--- src/rtl/conv_output_activation_unpacker.sv ---
// rtl/conv_output_activation_unpacker.sv - serialise packed conv lanes into activated 16-bit samples
module conv_output_activation_unpacker #(
  parameter int DATA_WIDTH  = 16,
  parameter int LANES       = 4,
  parameter int LEAKY_SHIFT = 3
) (
  input  logic                        clk,
  input  logic                        aresetn,
  input  logic [1:0]                  act_mode,
  input  logic [DATA_WIDTH*LANES-1:0] s_axis_tdata,
  input  logic                        s_axis_tvalid,
  output logic                        s_axis_tready,
  input  logic                        s_axis_tlast,
  output logic [DATA_WIDTH-1:0]       m_axis_tdata,
  output logic                        m_axis_tvalid,
  input  logic                        m_axis_tready,
  output logic                        m_axis_tlast,
  output logic                        frame_done,
  output logic [15:0]                 sample_count
);

  localparam int IN_W  = DATA_WIDTH * LANES;
  localparam int IDX_W = (LANES > 1) ? $clog2(LANES) : 1;
  localparam logic [IDX_W-1:0] LAST_IDX = IDX_W'(LANES - 1);

  logic [IN_W-1:0]       hold_data_q,    hold_data_d;
  logic [1:0]            hold_mode_q,    hold_mode_d;
  logic                  hold_last_q,    hold_last_d;
  logic                  hold_valid_q,   hold_valid_d;
  logic [IDX_W-1:0]      lane_idx_q,     lane_idx_d;
  logic                  frame_done_q,   frame_done_d;
  logic [15:0]           sample_count_q, sample_count_d;
  // Keeps tready low during reset and for the release cycle itself.
  logic                  ready_en_q;

  logic                  last_lane;
  logic                  in_xfer;
  logic                  out_xfer;
  logic [DATA_WIDTH-1:0] lane_raw;
  logic [DATA_WIDTH-1:0] lane_act;

  assign last_lane     = (lane_idx_q == LAST_IDX);
  assign out_xfer      = hold_valid_q & m_axis_tready;
  // Zero-bubble reload: the next beat may land on the same edge the final lane leaves.
  assign s_axis_tready = ready_en_q & (~hold_valid_q | (out_xfer & last_lane));
  assign in_xfer       = s_axis_tvalid & s_axis_tready;

  assign m_axis_tvalid = hold_valid_q;
  assign m_axis_tlast  = hold_valid_q & hold_last_q & last_lane;
  assign m_axis_tdata  = lane_act;
  assign frame_done    = frame_done_q;
  assign sample_count  = sample_count_q;

  // Pick the current lane out of the held beat.
  always_comb begin
    lane_raw = '0;
    for (int k = 0; k < LANES; k++) begin
      if (lane_idx_q == IDX_W'(k)) begin
        lane_raw = hold_data_q[k*DATA_WIDTH +: DATA_WIDTH];
      end
    end
  end

  // Apply the activation latched with the beat; mode 11 falls through to bypass.
  always_comb begin
    logic signed [DATA_WIDTH-1:0] x;
    x        = $signed(lane_raw);
    lane_act = lane_raw;
    case (hold_mode_q)
      2'b01:   lane_act = x[DATA_WIDTH-1] ? '0 : lane_raw;
      2'b10:   lane_act = x[DATA_WIDTH-1] ? DATA_WIDTH'(x >>> LEAKY_SHIFT) : lane_raw;
      default: lane_act = lane_raw;
    endcase
  end

  // Next-state for the hold register, lane pointer and frame bookkeeping.
  always_comb begin
    hold_data_d    = hold_data_q;
    hold_mode_d    = hold_mode_q;
    hold_last_d    = hold_last_q;
    hold_valid_d   = hold_valid_q;
    lane_idx_d     = lane_idx_q;
    sample_count_d = sample_count_q;
    frame_done_d   = 1'b0;

    if (out_xfer) begin
      if (last_lane) begin
        lane_idx_d   = '0;
        hold_valid_d = 1'b0;
      end else begin
        lane_idx_d   = lane_idx_q + IDX_W'(1);
      end
      if (m_axis_tlast) begin
        sample_count_d = '0;
        frame_done_d   = 1'b1;
      end else begin
        sample_count_d = sample_count_q + 16'd1;
      end
    end

    // A reload overrides the end-of-beat clear so no bubble is inserted.
    if (in_xfer) begin
      hold_data_d  = s_axis_tdata;
      hold_mode_d  = act_mode;
      hold_last_d  = s_axis_tlast;
      hold_valid_d = 1'b1;
      lane_idx_d   = '0;
    end
  end

  // State registers; reset drops any partially emitted beat.
  always_ff @(posedge clk or negedge aresetn) begin
    if (!aresetn) begin
      hold_data_q    <= '0;
      hold_mode_q    <= '0;
      hold_last_q    <= 1'b0;
      hold_valid_q   <= 1'b0;
      lane_idx_q     <= '0;
      frame_done_q   <= 1'b0;
      sample_count_q <= '0;
      ready_en_q     <= 1'b0;
    end else begin
      hold_data_q    <= hold_data_d;
      hold_mode_q    <= hold_mode_d;
      hold_last_q    <= hold_last_d;
      hold_valid_q   <= hold_valid_d;
      lane_idx_q     <= lane_idx_d;
      frame_done_q   <= frame_done_d;
      sample_count_q <= sample_count_d;
      ready_en_q     <= 1'b1;
    end
  end

endmodule

--- config.mk ---
export PLATFORM = sky130hd
export DESIGN_NAME = conv_output_activation_unpacker
export DESIGN_NICKNAME = d
export VERILOG_FILES = /design/src/rtl/conv_output_activation_unpacker.sv
export SDC_FILE = /design/constraint.sdc
export NUM_CORES = 1
export LEC_CHECK = 0
export ABC_AREA = 1
export CORE_UTILIZATION = 55
export CTS_CLUSTER_DIAMETER = 50
export CTS_CLUSTER_SIZE = 40
export DETAILED_ROUTE_END_ITERATION = 10
export GPL_TIMING_DRIVEN = 0
export PLACE_DENSITY = 0.86
export SLEW_MARGIN = 25
export SYNTH_ARGS = -nofsm -noshare
export SYNTH_HDL_FRONTEND = slang
export SYNTH_SLANG_ARGS = --single-unit
--- constraint.sdc ---
create_clock -name clk -period 3.3 [get_ports clk]
set_input_delay 0.495 -clock clk [delete_from_list [all_inputs] [get_ports clk]]
set_output_delay 0.495 -clock clk [all_outputs]
set_load 0.02 [all_outputs]
==> out/results.txt, run 1 <==
Post-CTS Setup Repair Bufs: 0
number of buffers on the longest clock path: 2
via count: 4893
post-synthesis compound-gate area fraction: 7.837%
placed cells: 878
CP Data Arrival Time: 2.56 ns
CTS root buf: clkbuf_8
Synth Instances: 666
Die Y: 95.16 um
Flop pwr share: 30.0%
GR Util All Layers: 32.38%
hpwl dp: 10600 um
CTS Buf Count: 9
RSZ-0062 raised after global routing: false
combinational share of power: 58.4%
Slew headroom: 56.98%
multi-input combinational cell area: 2167 um^2
die area: 9055 um^2
switching power: 2.983 mW
Worst VDD drop: 0.4273 mV
P_int: 3.180 mW
Synth Net Count: 744
Sink Count: 88
first-pass GRT wire length: 21980 um
DR iter-0 viols: 320
row count: 33
fmax: 327.2 MHz
storage element area: 2202 um^2
Synth Area in XOR/XNOR: 0%
Seq/Total Area, Yosys: 46.13%
warning count from the yosys run: 0
largest net degree at the start of global routing: 72
vias in the first global route: 4494
multiplexer share of the synthesized area: 0%
Remaining Overflow, GRT: 0
launch point of the worst path: lane_idx_q[0]
residual DRC count: 0
gp weighted congestion: 0.8946
Syn Area/Cell: 7.167 um^2
Worst EP required: 2.80 ns
worst slew pin tran: 0.6430 ns
Final Max Slew Viols: 0
IO Count: 107
Reg-to-Reg Start: lane_idx_q[0]
minimum clock period: 3.056 ns
hold crit path type: reg -> reg
Reg clk slew, reported paths: 0.10 ns
share of layout cells above drive strength 1: 6.971%
initial core utilization: 57.52%
n_diodes: 0
status: finished clean
Filler Cells Inserted: 642
Unique masters post-synth: 33
post-route ant nets: 0
Fin. Hold Viols: 0
Non-Filler Instances: 894
Netlist Area Pre-Place: 4773 um^2
wire length per cell: 15.71 um
final setup fails: 0
DRT Pass-1 Iters: 5
post-synthesis register bit count: 88
NumNets Final: 862
LEAKAGE: 3.316 nW
# Max-Cap Violations: 0
Port Buffers: 106
Synth Area in Simple Gates: 35.57%
Post-Synth Adder-Cell Area: 1.835%
final wirelength: 14040 um
PwrDens: 993.6 nW/um^2
Crit Path Category: reg -> out
main combinational cell family by area after synthesis: simple AND/OR/NAND/NOR gates
Core Area: 8299 um^2
H-tree Lvls: 3
Worst Min Path Start: hold_data_q[33]
hold_ws: 0.4923 ns
via/cell ratio: 5.473
Setup crit start kind: flop
CTS tree: built
area grow syn2layout: 29.96%
Clk pwr share: 11.6%
die width: 95.16 um
Max Fanout on Critical Path: 10
switching fraction of total power: 48.40%
Clock Skews: 0.01239 ns
Final Cycle Share: 92.60%
Setup crit end kind: output port
initial antenna violation count: 0
Clk Latency, worst-skew pair: 0.37 ns
==> routing by layer <==
| metal | global-route usage (%) | routed length (um) |
|---|---|---|
| met1 | 43.40 | 6066 |
| met2 | 53.39 | 6828 |
| met3 | 5.502 | 911 |
| met4 | 10.35 | 235 |
| met5 | 0 | 0 |
==> path summary, 6_finish.rpt <==
check                      cells past startpoint  slack (ns)               end
min in group asynchronous                      2        0.52   hold_data_q[16]
hold / removal                                 2        0.49   hold_data_q[33]
setup / recovery                              12        0.24  m_axis_tdata[10]
max in group asynchronous                      3        2.16   hold_data_q[25]
setup reg to reg                               6        1.11   sample_count[9]
hold reg to reg                                2        0.49   hold_data_q[33]
==> flip-flops by register name, summed over array words and instances, names as in the netlist <==
signal / flops
lane_idx_q: 2
frame_done: 1
hold_data_q: 64
hold_mode_q: 2
sample_count: 16
m_axis_tvalid: 1
hold_last_q: 1
ready_en_q: 1
==> Yosys cell counts <==
cell        n  area, um^2
nand2_1   250       938.4
dfrtp_1    88        2202
nand3_1    74       370.4
inv_1      56       210.2
a21oi_1    52       260.3
nor2_1     52       195.2
buf_2      20       100.1
nand4_1    16       100.1
clkbuf_1    9       33.78
ha_1        7       87.58
o21ai_0     7       35.03
buf_4       4       30.03
nor3b_1     3       22.52
o21bai_1    3       22.52
or2_2       3       18.77
a31oi_1     2       12.51
buf_6       2       22.52
nor2_2      2       12.51
nor3_1      2       10.01
a211oi_1    1       7.510
a21boi_0    1       7.510
a21oi_2     1       8.760
and2_1      1       6.260
buf_1       1       3.750
clkinv_1    1       3.750
conb_1      1       3.750
inv_2       1       3.750
nand2_2     1       6.260
nand3_2     1       10.01
nand3b_1    1       7.510
o211ai_1    1       7.510
o21a_1      1       7.510
o21ai_1     1       5.000
==> cells in the final DEF (no fill, tap or decap), types with 2 or more instances in the layout <==
| cell | instances |
|---|---|
| nor3_1 | 2 |
| o21ai_0 | 7 |
| nor2_1 | 52 |
| nand3_1 | 74 |
| nor2_2 | 2 |
| buf_4 | 6 |
| dlygate4sd2_1 | 7 |
| nor3b_1 | 3 |
| inv_1 | 56 |
| a21oi_2 | 2 |
| clkdlybuf4s50_1 | 89 |
| a31oi_1 | 2 |
| buf_2 | 18 |
| nand2_1 | 250 |
| nand4_1 | 16 |
| ha_1 | 7 |
| a21oi_1 | 51 |
| buf_6 | 3 |
| dfrtp_1 | 88 |
| dlymetal6s2s_1 | 9 |
| clkbuf_8 | 9 |
| clkbuf_1 | 8 |
| or2_2 | 3 |
| clkinvlp_4 | 2 |
| inv_6 | 3 |
| o21bai_1 | 3 |
==> stage by stage <==
stage               area, um^2  power, mW  utilization (%)  setup WS [ns]  TNS (ns)
finish                    6203      6.164            74.75         0.2442         0
global route              6203      6.667            74.75        0.01628         0
CTS                       6177      6.151            74.43        0.02470         0
detailed placement        5995      5.510            72.23         0.3042         0
global placement          5966      5.427            71.88         -1.423   -124.61
floorplan                 4773      4.096                -          1.072         0
==> critical path: stages, from the launching register on <==
cell	delay, ns
dfrtp_1	0.42
inv_1	0.10
ha_1	0.20
buf_2	0.17
inv_1	0.15
buf_4	0.21
nand3_1	0.12
nand2_1	0.09
nand2_1	0.13
nand2_1	0.11
nand3_1	0.06
nand2_1	0.10
dlygate4sd2_1	0.34
==> kinds of logic (layout without fill, tap and decap cells) <==
family	after synthesis	count (layout)
AND/OR/NAND/NOR	406	406
buffers and inverters	94	217
flip-flops	88	88
AO/OA/AOI/OAI	70	70
adder cells (fa/ha/maj)	7	7
other	1	1
==> area by class of cell <==
class	count	share of cell area, %
Clock buffer	10	2.057
Tap cell	105	2.118
Clock inverter	6	0.8068
Multi-Input combinational cell	484	34.93
Timing Repair Buffer	108	17.95
Buffer	35	3.106
Inverter	58	3.530
Sequential cell	88	35.50
==> power by group through the flow <==
stage / combinational (mW) / sequential (mW) / clock (mW)
after floorplan: 2.24 / 1.86 / 0
after global placement: 3.58 / 1.85 / 0
after detailed placement: 3.65 / 1.86 / 0
after CTS: 3.60 / 1.84 / 0.711
after global routing: 4.01 / 1.90 / 0.751
final: 3.60 / 1.85 / 0.712
==> repair_timing <==
item | CTS | global route
gates resized for setup | 11 | 10
endpoints found under the hold margin | 17 | 0
hold buffers | 1 | 0
setup endpoints to repair | 12 | 9
No activity file was read; power rests on OpenSTA's default activity.
==> inputs of run 2 (changes only) <==
--- a/config.mk
+++ b/config.mk
@@ -8,7 +8,7 @@
 export ABC_AREA = 1
 export CORE_UTILIZATION = 55
 export CTS_CLUSTER_DIAMETER = 50
-export CTS_CLUSTER_SIZE = 40
+export CTS_CLUSTER_SIZE = 24
 export DETAILED_ROUTE_END_ITERATION = 10
 export GPL_TIMING_DRIVEN = 0
 export PLACE_DENSITY = 0.86
==> results of run 2 <==
Same layout as run 1: the final DEF is identical, and so are final timing and power.
==> inputs of run 3 (changes only) <==
--- a/config.mk
+++ b/config.mk
@@ -6,6 +6,7 @@
 export NUM_CORES = 1
 export LEC_CHECK = 0
 export ABC_AREA = 1
+export CORE_MARGIN = 4
 export CORE_UTILIZATION = 55
 export CTS_CLUSTER_DIAMETER = 50
 export CTS_CLUSTER_SIZE = 24
==> constraint.sdc (replaced) <==
create_clock -name clk -period 3.3 [get_ports clk]
set_input_delay 0.495 -clock clk [delete_from_list [all_inputs] [get_ports clk]]
set_output_delay 0.495 -clock clk [all_outputs]
set_load 0.01 [all_outputs]
==> run 3 against run 2 <==
Compared with the run above: sequential share of layout area is 0.52 points lower; critical path depth is 2 lower; wire length is 1.6% higher; clock skew is 0.0026 ns higher; register-to-register slack better by 0.13 ns; first-iteration DRC count is 7.2% lower; via count is 0.27% lower; total power is 0.30% higher.
==> out/results.txt, run 3 (same netlist as run 1, synthesis figures left out) <==
CTS Buf Count: 9
GR Util All Layers: 29.13%
Post-Place Setup Slack: 0.3921 ns
n_diodes: 0
storage element area: 2202 um^2
largest net degree at the start of global routing: 73
RSZ-0062 raised after global routing: false
CP Data Arrival Time: 2.67 ns
residual DRC count: 0
hold crit path type: reg -> reg
Setup crit end kind: output port
LEAKAGE: 3.335 nW
first-pass GRT wire length: 23400 um
Sink Count: 88
P_int: 3.433 mW
switching power: 2.749 mW
minimum clock period: 3.161 ns
Worst EP required: 2.80 ns
slack of the critical path: 0.1389 ns
max reg flops: 64
CTS tree: built
PwrDens: 982.1 nW/um^2
fmax: 316.3 MHz
CTS root buf: clkbuf_8
Flop pwr share: 30.4%
share of layout cells above drive strength 1: 8.112%
switching fraction of total power: 44.47%
status: finished clean
DR iter-0 viols: 297
CP peak stage delay: 0.53 ns
Final Cycle Share: 95.79%
number of buffers on the longest clock path: 2
Worst VDD drop: 0.4353 mV
Slew headroom: 60.64%
post-route ant nets: 0
commonest non-fill, non-tap cell in the layout: nand2_1
Filler Cells Inserted: 616
Clk pwr share: 13.5%
NumNets Final: 863
WP buf/inv: 5
Remaining Overflow, GRT: 0
Max Fanout on Critical Path: 10
multi-input combinational cell area: 2187 um^2
initial core utilization: 57.23%
final setup fails: 0
Reg clk slew, reported paths: 0.09 ns
# Max-Cap Violations: 0
dpl cell area: 5995 um^2
DRT Pass-1 Iters: 5
vias in the first global route: 4852
Crit Path Category: reg -> out
row count: 33
IO Count: 107
Setup crit start kind: flop
worst slew pin tran: 0.5883 ns
CP delay by family, top: buffers and inverters
final wirelength: 14270 um
Critical-path top delay cell: clkdlybuf4s50_1
gp weighted congestion: 0.9098
Design Area, Final: 6295 um^2
Fin. Hold Viols: 0
Port Buffers: 106
Die Y: 101.2 um
die width: 101.2 um
Final Max Slew Viols: 0
H-tree Lvls: 3
area grow syn2layout: 31.87%
Clk Latency, worst-skew pair: 0.36 ns
worst path cell trace: inv_1 -> ha_1 -> clkbuf_4 -> inv_2 -> buf_4 -> o211ai_1 -> a21oi_2 -> nand3_1 -> nand2_1 -> clkdlybuf4s50_1
Biggest register: hold_data_q
die area: 10230 um^2
combinational share of power: 56.1%
initial antenna violation count: 0
via count: 4880
most frequent cells in the layout: nand2_1 (249), clkdlybuf4s50_1 (95), dfrtp_1 (88)
Clock Skews: 0.01498 ns
hpwl dp: 10790 um
via/cell ratio: 5.459
wire length per cell: 15.96 um
Core Area: 8341 um^2
-- run 3: changes by cell type in the layout (fill, tap and decap cells not counted), sizes merged --
cell,previous run,this run
dlygate4sd2,7,0
clkdlybuf4s50,89,95
bufinv,0,2
inv,60,58
clkinv,2,1
clkinvlp,2,3
dlymetal6s2s,9,10
-- run 3: stage by stage --
stage	util, %	TNS (ns)	power, mW	hold slack (ns)	std cells
after global routing	75.47	0	6.691	0.5144	894
after floorplan	-	0	3.845	0.1994	666
after CTS	74.59	0	6.112	0.4965	894
after global placement	71.53	-122.99	5.160	0.4653	877
after detailed placement	71.87	0	5.260	0.3422	878
final	75.47	0	6.182	0.4967	894
-- run 3: final cells by class --
| class | instances | share of cell area, % |
|---|---|---|
| sequential | 88 | 34.98 |
| tap | 105 | 2.087 |
| clock buffer | 9 | 1.968 |
| buffer | 35 | 3.240 |
| timing repair buffer | 109 | 17.99 |
| multi-input combinational | 484 | 34.74 |
| clock inverter | 6 | 1.471 |
| inverter | 58 | 3.518 |
-- run 3: power groups by stage --
stage / clock, mW / combinational, mW / sequential [mW]
floorplan: 0 / 2.04 / 1.81
global placement: 0 / 3.29 / 1.87
detailed placement: 0 / 3.38 / 1.88
CTS: 0.839 / 3.41 / 1.86
global route: 0.887 / 3.88 / 1.93
finish: 0.832 / 3.47 / 1.88
-- run 3: timing repair --
item	in CTS	in global routing
endpoints found under the hold margin	16	0
gates resized for setup	0	34
hold buffers	1	0
setup endpoints to repair	0	16
buffers inserted	0	1
-- run 3: path summary, 6_finish.rpt --
path / startpoint / depth (start not counted) / end / slack [ns]
max: lane_idx_q[0] / 10 / m_axis_tdata[9] / 0.14
min: hold_data_q[25] / 2 / hold_data_q[25] / 0.50
max reg2reg: lane_idx_q[0] / 6 / sample_count[9] / 1.24
min reg2reg: hold_data_q[25] / 2 / hold_data_q[25] / 0.50
max in group asynchronous: aresetn / 3 / hold_data_q[8] / 2.17
min in group asynchronous: aresetn / 2 / hold_data_q[18] / 0.53
-- run 3: tightest hold or removal path, delay by kind of cell, from the launching register on --
family / cells / cell delay, ns
AND/OR/NAND/NOR: 2 / 0.11
flip-flops: 1 / 0.35
-- run 3: per-layer routing --
layer / routed length [um] / GRT usage (%) / share of wire (%)
met1: 6235 / 38.93 / 44
met2: 6838 / 48.09 / 48
met3: 830 / 5.441 / 5.8
met4: 360 / 9.611 / 2.5
met5: 0 / 0 / 0
